**src/rtl/prog_counter_gen.sv**
```systemverilog
// Programmable up/down counter with WRAP, ONESHOT and RELOAD endpoint behaviour and a runtime limit.
// Latency: one cycle from any input to every registered output. There is no backpressure; an input is acted on in the cycle it is sampled.
module prog_counter_gen #(
  parameter int               WIDTH     = 8,
  parameter logic [WIDTH-1:0] LIMIT_RST = {WIDTH{1'b1}}
) (
  input  logic             clk,
  input  logic             rst_n,
  input  logic             ena,
  input  logic             load,
  input  logic [WIDTH-1:0] load_val,
  input  logic             limit_wr,
  input  logic [WIDTH-1:0] limit_val,
  input  logic             up_dn,
  input  logic [1:0]       mode,
  output logic [WIDTH-1:0] count,
  output logic [WIDTH-1:0] limit,
  output logic             tc,
  output logic             done
);

  typedef enum logic {
    COUNTING = 1'b0,
    HALTED   = 1'b1
  } state_e;

  localparam logic [1:0]       MODE_ONESHOT = 2'b01;
  localparam logic [1:0]       MODE_RELOAD  = 2'b10;
  localparam logic [WIDTH-1:0] ONE          = WIDTH'(1);

  state_e           state_q, state_d;
  logic [WIDTH-1:0] count_q, count_d;
  logic [WIDTH-1:0] limit_q, limit_d;
  logic [WIDTH-1:0] reload_q, reload_d;
  logic             tc_q, tc_d;
  logic             at_end;
  logic             step_en;

  // Up-count uses >= so that a limit lowered below the count still terminates.
  assign at_end  = up_dn ? (count_q >= limit_q) : (count_q == '0);
  assign step_en = ena && !load && (state_q == COUNTING);

  always_ff @(posedge clk or negedge rst_n) begin
    if (!rst_n) begin
      state_q <= COUNTING;
    end else begin
      state_q <= state_d;
    end
  end

  always_comb begin
    state_d = state_q;
    if (load || (state_q == HALTED && mode != MODE_ONESHOT)) begin
      state_d = COUNTING;
    end else if (step_en && at_end && mode == MODE_ONESHOT) begin
      state_d = HALTED;
    end
  end

  always_comb begin
    done = (state_q == HALTED);
  end

  always_comb begin
    count_d  = count_q;
    reload_d = reload_q;
    tc_d     = 1'b0;
    limit_d  = limit_write_value();
    if (load) begin
      count_d  = load_val;
      reload_d = load_val;
    end else if (step_en) begin
      if (at_end) begin
        tc_d = 1'b1;
        case (mode)
          MODE_ONESHOT: count_d = count_q;
          MODE_RELOAD:  count_d = reload_q;
          default:      count_d = up_dn ? '0 : limit_q;
        endcase
      end else begin
        count_d = up_dn ? (count_q + ONE) : (count_q - ONE);
      end
    end
  end

  function automatic logic [WIDTH-1:0] limit_write_value();
    return limit_wr ? limit_val : limit_q;
  endfunction

  always_ff @(posedge clk or negedge rst_n) begin
    if (!rst_n) begin
      count_q  <= '0;
      limit_q  <= LIMIT_RST;
      reload_q <= '0;
      tc_q     <= 1'b0;
    end else begin
      count_q  <= count_d;
      limit_q  <= limit_d;
      reload_q <= reload_d;
      tc_q     <= tc_d;
    end
  end

  assign count = count_q;
  assign limit = limit_q;
  assign tc    = tc_q;

endmodule

```
**config.mk**
```make
export PLATFORM = sky130hd
export DESIGN_NAME = prog_counter_gen
export DESIGN_NICKNAME = d
export VERILOG_FILES = /design/src/rtl/prog_counter_gen.sv
export SDC_FILE = /design/constraint.sdc
export NUM_CORES = 1
export LEC_CHECK = 0
export ABC_AREA = 0
export BUFFER_PORTS_ARGS = -buffer_cell sky130_fd_sc_hd__buf_2
export CAP_MARGIN = 5
export CORE_UTILIZATION = 58
export CTS_CLUSTER_SIZE = 25
export DETAILED_ROUTE_END_ITERATION = 12
export GPL_ROUTABILITY_DRIVEN = 1
export PLACE_DENSITY = 0.82
export RECOVER_POWER = 25
export SYNTH_ARGS = -nofsm -noshare
export SYNTH_HDL_FRONTEND = slang
export SYNTH_SLANG_ARGS = --single-unit
```
**constraint.sdc**
```tcl
create_clock -name clk -period 5.7 [get_ports clk]
set_input_delay 1.14 -clock clk [delete_from_list [all_inputs] [get_ports clk]]
set_output_delay 1.14 -clock clk [all_outputs]
set_load 0.05 [all_outputs]
```
==> summary.md <==
| Metric | Value |
|---|---|
| Final Hold Fails | 0 |
| Top Ports | 42 |
| Internal power | around 0.00044 W |
| Post-Syn Nets | roughly 230 |
| DR iter-0 viols | between 90 and 100 |
| Critical path arrival | about 3300 ps |
| Bufs on Longest Clock Path | 2 |
| Final Skew | ~7.5 ps |
| Core area | about 2800 um^2 |
| R2R Path End | count[2] |
| Root buf cell | clkbuf_4 |
| Post-layout nets | 269 |
| Num CTS Buffers | 3 |
| Wirelength per Cell | approximately 16 um |
| Cells after Synth | 192 |
| Initial antenna violation count | 0 |
| Tightest Pin Transition | 1387 ps |
| Area of the die | 3300 um^2 |
| Fin worst setup slack | around 2700 ps |
| Area growth from synthesis to final layout | 13.61% |
| Metal2 WL | 2.077 mm |
| Metal3 WL | 246 um |
| Startpoint Class | primary input |
| HP Class | reg2reg |
| Post-Place Setup Slack | ~2300 ps |
| Final Setup Violations | 0 |
| Via count | about 1600 |
| Hold buffers post-CTS | 0 |
| Kind of end point of the critical path | flop |
| Routed vias/inst | 6.196 |
| Yosys warning total | 0 |
| FF-to-FF path depth | 8 |
| Vias in the first global route | roughly 1600 |
| Register Area | between 600 and 700 um^2 |
| Hold worst-path end | reload_q[5] |
| 1st-pass router iterations | 5 |
| Worst-Skew Late Latency | roughly 330 ps |
| Critical Path Slowest Stage Cell | a211oi_1 |
| Compound-Gate Fraction of Synth Area | between 20% and 30% |
| Register area share after synthesis | 37.05% |
| Final Cycle Share | 53.19% |
| Largest net degree at the start of global routing | 36 |
| TritonCTS clock tree | yes |
| Placed cells | about 260 |
| Post-Synth XOR/XNOR Area | roughly 3.4% |
| Mean Syn Cell Area | between 9 and 10 um^2 |
| Min Tclk post-route | ~3000 ps |
| Final Wtd Congestion | 0.8969 |
| Slew Limit Fails | 0 |
| Simple-Gate Fraction of Synth Area | approximately 14% |
| Hold path startpoint | reload_q[5] |
| Detail Placement HPWL | ~3.2 mm |
| Die Height | 57.45 um |
| WHS | between 500 and 600 ps |
| Gr usage total | between 20% and 30% |
| Port bufs | slightly above 40 |
| Remaining Overflow, GRT | 0 |
| Critical path class | in2reg |
| # rows | 19 |
| Number of H-tree levels | 1 |
| Setup repair bufs after CTS | 0 |
| Worst R2R Setup Slack | 2860 ps |
| Ys flop type | dfrtp_1 |
| RSZ-0062 raised after global routing | no |
| Setup TNS | 0 ps |
| Post-synthesis adder-cell area fraction | 10.95% |
| Status | completed |
| Number of enable flip-flop cells after synthesis | 0 |
| Clock power share | between 10% and 20% |
| Worst IR Drop VDD | approximately 0.00019 V |
| FF+latch count, synth | 26 |
| Distinct cells, synth | 42 |
| Max-cap violations | 0 |
| RR Startpoint | limit[4] |
| Commonest non-fill, non-tap cell in the layout | buf_2 |
| CP max stage delay | slightly above 400 ps |
| Mapped cell area | approximately 1800 um^2 |
| Share of cells above drive strength 1 | 27.95% |
| Main combinational cell family by area after synthesis | compound AO/OA/AOI/OAI gates |
| CTS clk-pin slew, worst paths | around 150 ps |
| Max Used Layer | met4 |
| Die width | approximately 57 um |
| Met1 wire length | 1.738 mm |
| Reg power frac | between 30% and 40% |
| Worst hold path cell count | 1 |
| Non-filler cells, final | 260 |
| Asr flop ratio synth | 100.0% |
| Mux contribution to synthesized area | 8.000% |
| Crit-path max FO | 15 |
| Global-route wire length before repair | ~7 mm |
| Power Density | around 420 nW/um^2 |
| Detail Route Antenna Nets | 0 |
| Ant. Diodes | 0 |
| Area of the multi-input gates | just over 1000 um^2 |
| Routed wire length | 4.150 mm |
| Relative slew slack | under 10% |
| Combinational power share | approximately 57% |
| Highest-count cells in the layout ignoring fill and taps | 40 x buf_2, 18 x nand2_1, 18 x dfrtp_1 |
| Drt drc | 0 |
| Critical path data required time | roughly 5900 ps |
| CP most frequent cell | a211oi_1 |
| Crit path cell chain | buf_2, inv_1, ha_1, a211oi_1, o21ai_0, xnor2_1, a211oi_1, a221oi_1, mux2i_1 |
| Switching power | ~0.00042 W |
| Leakage | 0.9499 nW |
| Fmax | approximately 330 MHz |
| # fillers | 220 |
| Initial Utilization | a little over three fifths |
| Resized Gates After CTS | 0 |
| CTS Sinks | 26 |
| Switch share | between 40 and 50% |
## per-stage QoR
| stage | total power, W | instance area (um^2) | util (%) |
|---|---|---|---|
| 6_report | 0.0008574 | 2026 | 71.61 |
| 5_1_grt | 0.0009130 | 2026 | 71.61 |
| 4_1_cts | 0.0008520 | 2027 | 71.65 |
| 3_5_place_dp | 0.0007567 | 1991 | 70.37 |
| 3_3_place_gp | 0.0007354 | 1991 | 70.37 |
| 2_1_floorplan | 0.0006475 | 1783 | - |
## cell usage after synthesis (3+ instances only)
master	instances	area [um^2]
nor4_1	3	18.77
xnor2_1	4	35.03
nor2_1	6	22.52
inv_1	16	60.06
xor2_1	3	26.28
mux2_2	8	90.09
clkbuf_1	6	22.52
a211oi_1	4	30.03
o21ai_0	15	75.07
a221oi_1	3	26.28
a21oi_1	14	70.07
mux2i_1	3	30.03
nand2_1	18	67.56
nand2b_1	4	25.02
dfrtp_1	18	450.4
nand3_1	10	50.05
nor3_1	4	20.02
ha_1	14	175.2
dfstp_2	8	210.2
## area by class of cell
class	instances	area share (%)
multi-input cells	141	50.28
flip-flops and latches	26	32.61
repair buffers	42	10.44
inverters	16	2.965
well taps	31	1.915
clock buffers	4	1.791
## metal layers
metal / track usage [%] / vias to the layer above
met5: 0 / -
met4: 11.50 / 0
met3: 2.948 / 11
met2: 48.17 / 67
met1: 35.96 / 768
li1: - / 765
## state kept, by name, summed over array words and instances (netlist names)
name,count
count,8
limit,8
reload_q,8
done,1
tc,1
## worst max-delay path, delay by kind of cell
family,cells,cell delay [ps]
compound gates,4,970
xor+xnor,1,180
fa+ha+maj,1,330
buf+inv,2,520
mux,1,120
## power by group through the flow
stage	logic [W]	registers [W]	clock network [W]
after global routing	0.000533	0.000278	0.000102
after CTS	0.000483	0.000272	0.0000970
after global placement	0.000462	0.000274	0
final	0.000488	0.000273	0.0000965
after floorplan	0.000274	0.000373	0
after detailed placement	0.000482	0.000275	0
## worst max path at each step
stage,startpoint,end,slack [ps],cells past startpoint
4_1_cts,up_dn,count[5],2700,9
6_report,up_dn,count[5],2670,9
3_3_place_gp,up_dn,count[2],2520,7
5_1_grt,up_dn,count[5],2500,9
3_5_place_dp,up_dn,count[5],2340,9
2_1_floorplan,up_dn,count[6],2840,8
## cell families after synthesis
logic type / count (synthesis)
AOI/OAI and AO/OA: 55
muxes: 13
DFF: 26
xor gates and xnor gates: 7
and+or+nand+nor: 51
buffers and inverters: 25
adders and majority gates: 15
No activity file was read; power rests on OpenSTA's default activity.
